File: src/rtl/pc_gen.sv
// Program-counter generator: PC register with reset/exception vectors, next-PC
// selection for SEQ/BR/J/JR/JAL/RET, and a circular return-address stack.
module pc_gen #(
    parameter logic [31:0] RESET_PC  = 32'h0000_3000,
    parameter logic [31:0] EXC_PC    = 32'h0000_4180,
    parameter int          RAS_DEPTH = 4
) (
    input  logic        clk,
    input  logic        reset_n,
    input  logic [2:0]  op,
    input  logic        br_taken,
    input  logic [25:0] imm26,
    input  logic [31:0] reg32,
    input  logic        stall,
    input  logic        exc_req,
    output logic [31:0] pc,
    output logic [31:0] pc_plus4,
    output logic [31:0] npc,
    output logic        ras_empty,
    output logic        ras_full,
    output logic        ras_mispred
);

    localparam int PTR_W = $clog2(RAS_DEPTH);
    localparam int CNT_W = $clog2(RAS_DEPTH + 1);
    localparam logic [CNT_W-1:0] CNT_MAX = CNT_W'(RAS_DEPTH);

    typedef enum logic [2:0] {
        OP_SEQ = 3'b000,
        OP_BR  = 3'b001,
        OP_J   = 3'b010,
        OP_JR  = 3'b011,
        OP_JAL = 3'b100,
        OP_RET = 3'b101
    } op_e;

    logic [31:0]      pc_reg;
    logic [PTR_W-1:0] tp_reg, tp_next, wr_ptr;
    logic [CNT_W-1:0] cnt_reg, cnt_next;
    logic             mispred_reg, mispred_next;
    logic [31:0]      ras_mem [RAS_DEPTH];
    logic [31:0]      br_off, op_target, ras_top;
    logic             update_en, push_en, pop_en;

    assign pc        = pc_reg;
    assign pc_plus4  = pc_reg + 32'd4;
    assign ras_empty = (cnt_reg == '0);
    assign ras_full  = (cnt_reg == CNT_MAX);
    assign ras_mispred = mispred_reg;

    assign br_off    = {{14{imm26[15]}}, imm26[15:0], 2'b00};
    assign update_en = !exc_req && !stall;
    assign push_en   = update_en && (op == OP_JAL);
    assign pop_en    = update_en && (op == OP_RET);
    assign wr_ptr    = tp_reg + PTR_W'(1);
    assign ras_top   = ras_mem[tp_reg];

    always_comb begin
        op_target = pc_plus4;
        case (op)
            OP_BR:         op_target = br_taken ? (pc_plus4 + br_off) : pc_plus4;
            OP_J, OP_JAL:  op_target = {pc_reg[31:28], imm26, 2'b00};
            // RET always follows the register value; the RAS only grades it
            OP_JR, OP_RET: op_target = reg32;
            default:       op_target = pc_plus4;
        endcase
    end

    always_comb begin
        npc = op_target;
        if (exc_req) begin
            npc = EXC_PC;
        end else if (stall) begin
            npc = pc_reg;
        end
    end

    always_comb begin
        tp_next      = tp_reg;
        cnt_next     = cnt_reg;
        mispred_next = 1'b0;
        if (push_en) begin
            tp_next = wr_ptr;
            // when full the write lands on the oldest entry and count saturates
            if (cnt_reg != CNT_MAX) begin
                cnt_next = cnt_reg + CNT_W'(1);
            end
        end else if (pop_en) begin
            if (cnt_reg == '0) begin
                mispred_next = 1'b1;
            end else begin
                mispred_next = (ras_top != reg32);
                tp_next      = tp_reg - PTR_W'(1);
                cnt_next     = cnt_reg - CNT_W'(1);
            end
        end
    end

    always_ff @(posedge clk or negedge reset_n) begin
        if (!reset_n) begin
            pc_reg      <= RESET_PC;
            tp_reg      <= '0;
            cnt_reg     <= '0;
            mispred_reg <= 1'b0;
        end else begin
            pc_reg      <= npc;
            tp_reg      <= tp_next;
            cnt_reg     <= cnt_next;
            mispred_reg <= mispred_next;
        end
    end

    // Storage is never cleared; entries are unreachable while the count is zero
    always_ff @(posedge clk) begin
        if (push_en && reset_n) begin
            ras_mem[wr_ptr] <= pc_plus4;
        end
    end

endmodule

File: config.mk
export PLATFORM = sky130hd
export DESIGN_NAME = pc_gen
export DESIGN_NICKNAME = d
export VERILOG_FILES = /design/src/rtl/pc_gen.sv
export SDC_FILE = /design/constraint.sdc
export NUM_CORES = 1
export LEC_CHECK = 0
export ABC_AREA = 1
export CELL_PAD_IN_SITES_DETAIL_PLACEMENT = 1
export CELL_PAD_IN_SITES_GLOBAL_PLACEMENT = 1
export CORE_MARGIN = 10
export CORE_UTILIZATION = 30
export DETAILED_ROUTE_END_ITERATION = 10
export HOLD_SLACK_MARGIN = 0.12
export PLACE_DENSITY = 0.63
export SYNTH_ARGS = -nofsm -noshare
export SYNTH_HDL_FRONTEND = slang
export SYNTH_SLANG_ARGS = --single-unit
File: constraint.sdc
create_clock -name clk -period 3.8 [get_ports clk]
set_clock_uncertainty 0.2 [all_clocks]
set_input_delay 0.76 -clock clk [delete_from_list [all_inputs] [get_ports clk]]
set_output_delay 0.76 -clock clk [all_outputs]
set_load 0.01 [all_outputs]
* After elaboration in Yosys (flattened, before gate mapping)
Memories as Yosys holds them, arrays and structs flattened. Cells that the tools add are included.
Storage, ports and cells: bits in writable memories 128, flip-flop bits (word level) 38, memories kept 1, input bits 66, output and inout port bits 99, word-level logic and storage cells 49
Memory list:
- ras_mem | words 4, width 32, rd ports 1, clocked after memory_dff 0, write ports 1, RTL line 41 | logic [31:0] ras_mem [RAS_DEPTH];
Operators by class: add/sub/neg operators 6, reductions and logical operators 12, equality and inequality tests 10, muxes and demuxes 16
Operators with widths (number):
- 32-bit two-way mux | 3
- 32-bit case mux with 3 select lines | 1
- 32-bit by 3-bit adder with 32-bit output (second input constant) | 1
- 32-bit adder | 1
- 32-bit inequality test | 1
- 3-bit two-way mux | 4
- 3-bit == test (second input constant) | 3
- 3-bit by 2-bit == test with 1-bit output (second input constant) | 2
- 2-bit two-way mux | 3
- 1-bit two-way mux | 5
- 1-bit logical AND | 4
- 2-bit by 1-bit inequality test with 1-bit output (second input constant) | 2
- 2-bit OR reduction | 2
- 3-bit by 1-bit adder with 3-bit output (second input constant) | 1
- 3-bit by 1-bit == test with 1-bit output (second input constant) | 1
- 3-bit logical NOT | 1
- 3-bit inequality test (second input constant) | 1
- 3-bit AND reduction | 1
- 3-bit by 1-bit subtractor with 3-bit output (second input constant) | 1
- 2-bit by 1-bit adder with 2-bit output (second input constant) | 1
- 1-bit logical NOT | 2
- 2-bit AND reduction | 1
- 2-bit nonzero test | 1
- 2-bit by 1-bit subtractor with 2-bit output (second input constant) | 1

* Depth between registers and ports, before layout
Gate-level depths: netlist of the first run.
depth after elaboration 6, depth in mapped cells 25, mapped depth without buffers 25

* Worst setup path after synthesis of the first run
Ideal clock, no wire load.
path kind reg-to-output, start register pc_reg[2] (netlist: pc[2]), end output npc[29], cell stages (with the launch flop) 24, required time 2.840 ns, buffers on the path 0, data arrival time 3.054 ns, setup slack -0.214 ns, path through dfrtp_1 ha_1 nand2_1 inv_1 nand2_1 nor2_2 nand2_2 nor2_1 nand2_1 xor2_1 ha_1 nand2_1 inv_1 nand2_1 nand2_1 nand2_1 nand2_1 a21oi_1 nand3_1 nand3_1 nand2_1 nand2_1 nand2_1 a21oi_1
Between the ends: word-level cells in the longest chain between the ends 6
Ends and longest elaborated chain:
- from (decl) | RTL line 37 | logic [31:0] pc_reg;
- from (signal assigned) | RTL line 106 | pc_reg <= npc;
- 32-bit by 3-bit adder with 32-bit output | RTL line 46 | assign pc_plus4 = pc_reg + 32'd4;
- via pc_plus4[16] | RTL line 17 | output logic [31:0] pc_plus4,
- 32-bit adder | RTL line 61 | OP_BR: op_target = br_taken ? (pc_plus4 + br_off) : pc_plus4;
- 32-bit two-way mux | RTL line 61
- 32-bit case mux with 3 select lines | RTL line 60 | case (op)
- 32-bit two-way mux | RTL line 73 | end else if (stall) begin
- 32-bit two-way mux | RTL line 71 | if (exc_req) begin
- to (decl) | RTL line 18 | output logic [31:0] npc,
The timed path passes the listed nets, and every way through them passes these cells.

* Worst setup path after layout of the first run
start register pc_reg[3] (netlist: pc[3]), end output npc[26]
Between the ends: word-level cells in the longest chain between the ends 6
Ends and longest elaborated chain (RTL line):
- 32-bit by 3-bit adder with 32-bit output * | 46
- 32-bit adder | 61
- 32-bit two-way mux | 61
- 32-bit case mux with 3 select lines * | 60
- 32-bit two-way mux * | 73
- 32-bit two-way mux * | 71
Every way passes the cells marked *; elsewhere a longest branch is shown, timed or not.

==> impl_results.md, run 1 <==
* Clock buffer count from CTS at 17
* Crit end category: primary output
* DP Cell Count at between 2000 and 2500
* Hold Crit Class: in2async
* Top cell type's share of synthesized area at 0.343
* DRC at 0
* Largest net degree at the start of global routing at 68
* Std-Cell Rows at 70
* Worst IR drop on VDD at 338 uV
* Met2 Usage GRT at 0.408
* Reg-to-reg endpoint: pc[26]
* Setup crit end: npc[26]
* Number of global-route vias before repair at around 13000
* Initial antenna violation count at 2
* Busiest grt layer: met2
* Outcome: finished with violations
* H-tree Lvls at 4
* Cell Pwr Density at 388 nW/um^2
* Synth area leader: edfxtp_1
* Tot Pwr at between 0.007 and 0.008 W
* Final Non-Filler Cells at 2466
* Min setup slack post-route at -818 ps
* Critical Path Start Type: register
* Sequential element share of the synthesized area at 0.428
* Most area-consuming cells after synthesis: edfxtp_1 (34%), nand2_1 (18%), dfrtp_1 (8.0%), inv_1 (6.6%), nand3_1 (5.3%)
* Setup TNS at -17550 ps
* Setup violators final at 27
* # hold bufs at CTS at 0
* Clock Tree Buf Depth at 2
* Failing checks: negative setup slack
* GPL Wtd Cong at roughly 0.94
* Core Footprint at 36800 sq um
* Area Overhead vs Synth at 67.6%
* Most used DFF post-synth: edfxtp_1
* Routed WL per cell at 23.3 um
* Final hold slack at approximately 300 ps
* WS Path Type: reg2out
* Area of the die at 45500 sq um
* Max-slew violation count at 0
* Vias at 12417
* Fmax at 217 MHz
* Iter 0 DRT Violations at between 800 and 900
* Final hold viol count at 0
* Largest fanout on the critical path at 4
* Met3 Track Usage GR at 0.0501
* Commonest non-fill, non-tap cell in the layout: nand2_1
* Worst R2R Path Depth at 24
* Netlist Area Pre-Place at ~11000 sq um
* Tmin final at ~4600 ps
* Most frequent cells in the layout: nand2_1 (383), buf_4 (307), inv_1 (136)
* Flop-to-flop setup slack at 170 ps
* Final period util at 1.22
* Max reg flops at 128
* Worst skew pair latency at roughly 460 ps
* Reg2reg start: pc[3]
* GRT Util Overall at 0.245
* LEAKAGE at 8.58 nW
* Final wirelength at approximately 57 mm
* Worst-Margin Slew at 778 ps
* TritonCTS clock tree: done
* DR vias/cell at 5.04
* I/O pin total at roughly 170
* Max cap viols at 0
* Share of layout cells above drive strength 1 at 0.433
* Number of synthesized flops with an enable pin at 128
* Post-synthesis register bit count at 166
* Clock transition at path regs at 70 ps
* DR pass1 iterations at 5
* Post-Synthesis Cells at between 1000 and 1500
* PortBufs at 164
* Req. time, crit path at between 2000 and 3000 ps
* Die H at 213 um
* Hpwl dp at about 43 mm
* Fill cells at 4292
* Clk sinks at around 170
* Global-route wire length before repair at 81.8 mm
* Post-route ant nets at 0
* Root Buffer: clkbuf_16
* WP data arrival at 3660 ps
* Async SR Flop Fraction at 0.229
* Grt total ovfl at 0
* Netlist cell types at between 50 and 60
* Die Width at 213 um
* Mapped Nets at roughly 1600
* Nets at 2089
* RSZ-0062 raised after global routing: yes
* Slew HR at 0.481
* Crit path from: pc[3]
* Initial Utilization at 0.305
* Dpl ws at -1130 ps
* Syn Area/Cell at 7.55 sq um
* M1 GR Usage at 0.300
* Yosys warns at 0
worst max-delay path, stage by stage, from the launching register on:
cell and delay, ps:
dfrtp_1 410, ha_4 170, nand2_4 70, inv_4 80, nand2_4 50, nor2_4 160, nand2_4 130, nor2_4 140
nand2_4 70, xor2_4 180, ha_4 340, nand2_4 80, nor2_4 160, nand2_2 80, nor2_1 130, nand2_1 130
nand3_2 100, nand2_2 60, nand3_2 70, nand2_1 60, nand2_1 70, nand2_2 80, a21oi_2 200, buf_2 170
cells in the mapped netlist (9+ instances only):
library cell and instances:
nand2_1 535, inv_1 196, edfxtp_1 128, nand3_1 119, nor2_1 101, a21oi_1 51
o21ai_0 48, ha_1 38, dfrtp_1 36, xor2_1 34, buf_2 18, clkbuf_1 16
a221oi_1 14, inv_2 12, nand4_1 12, nor3_1 12, xnor2_1 10, nand2_2 9
per-stage QoR:
stage                     area, sq um   util
after global routing            18800  0.511
final                           18800  0.511
after floorplan                 11300      -
after CTS                       17900  0.487
after global placement          15500  0.420
after detailed placement        15500  0.420
how the worst min path moves through the flow:
stage                 end       start  slack (ps)
5_1_grt            pc[24]     reset_n         320
4_1_cts            pc[25]     reset_n         290
3_5_place_dp   cnt_reg[2]  cnt_reg[2]         290
2_1_floorplan  cnt_reg[0]     reset_n         260
6_report           pc[20]     reset_n         300
3_3_place_gp   cnt_reg[2]  cnt_reg[2]         280
what timing repair did:
action | 4_1_cts | 5_1_grt
gates resized for setup | 516 | 200
setup buffers | 57 | 29
setup endpoints to repair | 37 | 36
pin swaps | 169 | 126
hold endpoints to repair | 0 | 0
routing by layer:
metal | share of wire | up-vias
met2 | 0.49 | 356
li1 | - | 5809
met3 | 0.053 | 104
met1 | 0.41 | 6148
met4 | 0.043 | 0
met5 | 0 | -
where the power goes:
group          internal (W)  switching (W)  leakage (nW)
clock network      0.000949       0.000781         0.273
logic               0.00137        0.00210          6.67
registers           0.00204      0.0000660          1.64
layout make-up:
class                   instances  area (sq um)  share of cell area
clock buffers                  21           460              0.0245
flip-flops and latches        166          4810               0.256
inverters                     208           811              0.0431
multi-input cells            1068          7480               0.398
clock inverters                11           113             0.00599
repair buffers                522          4530               0.241
well taps                     468           586              0.0312
diodes                          2          5.00            0.000266
cell families after synthesis:
group	Yosys count	synth area share
adder cells (fa/ha/maj)	40	0.0460
flip-flops	166	0.428
XOR/XNOR	44	0.0344
AO/OA/AOI/OAI	164	0.0895
buffers and inverters	252	0.0918
multiplexers	1	0.00100
AND/OR/NAND/NOR	819	0.309
(Power assumes the default switching activity.)
==> inputs of run 2 (changes only) <==
==> constraint.sdc (replaced) <==
create_clock -name clk -period 3.77 [get_ports clk]
set_clock_uncertainty 0.2 [all_clocks]
set_input_delay 0.754 -clock clk [delete_from_list [all_inputs] [get_ports clk]]
set_output_delay 0.754 -clock clk [all_outputs]
set_load 0.01 [all_outputs]
==> run 2 against run 1 <==
  * The run still ends with negative setup slack left
  * Cell area grew 0.47%
  * Die area is the same
  * Routed wire length grew 2.9%
  * Cell count grew 0.28%
  * Sequential cell count is the same
  * Setup slack lost 150 ps
  * Clock-buffer cell count shrank 1
  * Utilization grew 0.24 points
  * Critical path depth shrank 1
  * Critical path type unchanged
  * Critical endpoint is now npc[30]
  * Highest routed layer unchanged
==> impl_results.md, run 2 (same netlist as run 1, synthesis figures left out) <==
* Finished Cell Area at 18900 sq um (+0.47%)
* Worst skew pair latency at 460 ps (about the same)
* Min setup slack post-route at -969 ps (-152 ps)
* Req. time, crit path at 2820 ps (-20 ps)
* Vias at 12650 (+1.9%)
* DR vias/cell at 5.12 (+1.6%)
* Final hold slack at 298 ps (+2.60 ps)
* Crit path from: pc[12]
* Max cap viols at 0 (unchanged)
* Nets at 2097 (+0.38%)
* Area of the die at 45500 sq um (unchanged)
* LEAKAGE at 8.64 nW (+0.78%)
* Std-Cell Rows at 70 (unchanged)
* Final Util at 0.513 (+0.00238)
* Tmin final at 4740 ps
* Largest fanout on the critical path at 4 (unchanged)
* Area Overhead vs Synth at 68.4%
* Hpwl dp at 43.0 mm (-0.13%)
* Hold Crit Class: in2async
* Die H at 213 um (unchanged)
* DP Area at 15600 sq um (+0.94%)
* Final period util at 1.26
* Largest net degree at the start of global routing at 68 (unchanged)
* Die Width at 213 um (unchanged)
* Number of global-route vias before repair at 13411 (+1.9%)
* WS Path Type: reg2out
* RSZ-0062 raised after global routing: yes
* Iter 0 DRT Violations at 931 (+12%)
* Fill cells at 4300 (+0.19%)
* Post-route ant nets at 0 (unchanged)
* PortBufs at 164 (unchanged)
* H-tree Lvls at 4 (unchanged)
* Initial antenna violation count at 1 (-1)
* WP data arrival at 3790 ps (+130 ps)
* Worst R2R Path Depth at 23 (-4.2%)
* Critical Path Start Type: register
* Failing checks: negative setup slack
* Clock transition at path regs at 70 ps (about the same)
* Share of layout cells above drive strength 1 at 0.427 (-0.00672)
* GRT Util Overall at 0.249 (+0.00461)
* Global-route wire length before repair at 83.7 mm (+2.3%)
* Dpl ws at -1250 ps (-126 ps)
* Fmax at 211 MHz
* GPL Wtd Cong at 0.957 (+1.8%)
* Most frequent cells in the layout: nand2_1 (406), buf_4 (312), inv_1 (134)
* Core Footprint at 36800 sq um (unchanged)
* Tot Pwr at 0.00755 W (+3.4%)
* Reg2reg start: pc[12]
* TritonCTS clock tree: done
* Max-slew violation count at 0 (unchanged)
* Outcome: finished with violations
* Flop-to-flop setup slack at 20 ps (-150 ps)
* DRC at 0 (unchanged)
* Register area at 4810 sq um (about the same)
* I/O pin total at 165 (unchanged)
* Final hold viol count at 0 (unchanged)
* Grt total ovfl at 0 (unchanged)
* Clk sinks at 166 (unchanged)
* Root Buffer: clkbuf_16
* Reg-to-reg endpoint: pc[26]
* Final wirelength at 59.0 mm (+2.9%)
* Worst-Margin Slew at 763 ps (-15.2 ps)
* Multi-input gate area at 7390 sq um (-1.2%)
* Clock Tree Buf Depth at 2 (unchanged)
* Cell Pwr Density at 400 nW/um^2 (+3.0%)
* Crit end category: primary output
* Slew HR at 0.491 (+0.00940)
* Setup crit end: npc[30]
* Routed WL per cell at 23.9 um (+2.7%)
* Initial Utilization at 0.305 (unchanged)
* Clock buffer count from CTS at 17 (unchanged)
* Worst IR drop on VDD at 355 uV (+5.0%)
* Commonest non-fill, non-tap cell in the layout: nand2_1
* # hold bufs at CTS at 0 (unchanged)
* Max reg flops at 128 (unchanged)
* Setup violators final at 27 (unchanged)
* DR pass1 iterations at 5 (unchanged)
[run 2: final cells by class]
cell class / instances / area share
multi-input combinational: 1068 / 0.392
sequential: 166 / 0.255
timing repair buffer: 530 / 0.246
inverter: 208 / 0.0432
tap: 468 / 0.0310
clock buffer: 20 / 0.0242
clock inverter: 12 / 0.00875
antenna: 1 / 0.000133
[run 2: worst min path at each step]
stage,to,slack (ps),depth (start not counted)
3_5_place_dp,cnt_reg[2],290,1
4_1_cts,pc[24],290,2
5_1_grt,pc[25],310,2
6_report,pc[24],300,2
2_1_floorplan,cnt_reg[0],260,0
3_3_place_gp,cnt_reg[2],280,1
[run 2: per-layer routing]
layer | up-vias | track usage | share of wire
li1 | 5823 | - | -
met1 | 6242 | 0.311 | 0.41
met2 | 473 | 0.419 | 0.48
met3 | 112 | 0.0471 | 0.063
met4 | 0 | 0.0956 | 0.044
met5 | - | 0 | 0
[run 2: worst max-delay path, stage by stage (launching register included)]
cell     delay, ps
dfstp_2        580
nand2_4         90
nor3_4         250
nand2_2        120
nor2_4         150
xor2_1         220
inv_2          110
ha_4           340
buf_6          130
nand2_8         60
nor2_4         160
buf_6          130
nand2_2         50
nor2_1         100
nand2_1         90
nand2_1         80
nand2_1         60
nand3_2         80
nand2_1         60
nand2_1         60
nand2_1         60
a21oi_2        160
buf_2          170
[run 2: power by group]
part | leakage (nW) | total (W) | internal [W] | switching [W]
sequential | 1.64 | 0.00212 | 0.00205 | 0.0000694
combinational | 6.71 | 0.00355 | 0.00140 | 0.00215
clock | 0.300 | 0.00188 | 0.00109 | 0.000787
[run 2: metrics by stage]
| step | TNS [ps] | std cells |
|---|---|---|
| after global routing | -25060 | 2472 |
| final | -20510 | 2473 |
| after CTS | -17660 | 2447 |
| after detailed placement | -29500 | 2368 |
| after global placement | -28700 | 2368 |
| after floorplan | 0 | 1486 |
[run 2: timing repair]
item	4_1_cts	5_1_grt
setup endpoints to repair	38	40
pin swaps	161	146
endpoints found under the hold margin	0	0
setup buffers	49	31
resized for setup	522	161
==> inputs of run 3 (changes only) <==
--- a/config.mk
+++ b/config.mk
@@ -10,6 +10,7 @@
 export CELL_PAD_IN_SITES_GLOBAL_PLACEMENT = 1
 export CORE_MARGIN = 10
 export CORE_UTILIZATION = 30
+export CTS_CLUSTER_DIAMETER = 60
 export DETAILED_ROUTE_END_ITERATION = 10
 export HOLD_SLACK_MARGIN = 0.12
 export PLACE_DENSITY = 0.63
==> results of run 3 <==
Same layout as run 2: the final DEF is identical, and so are final timing and power.
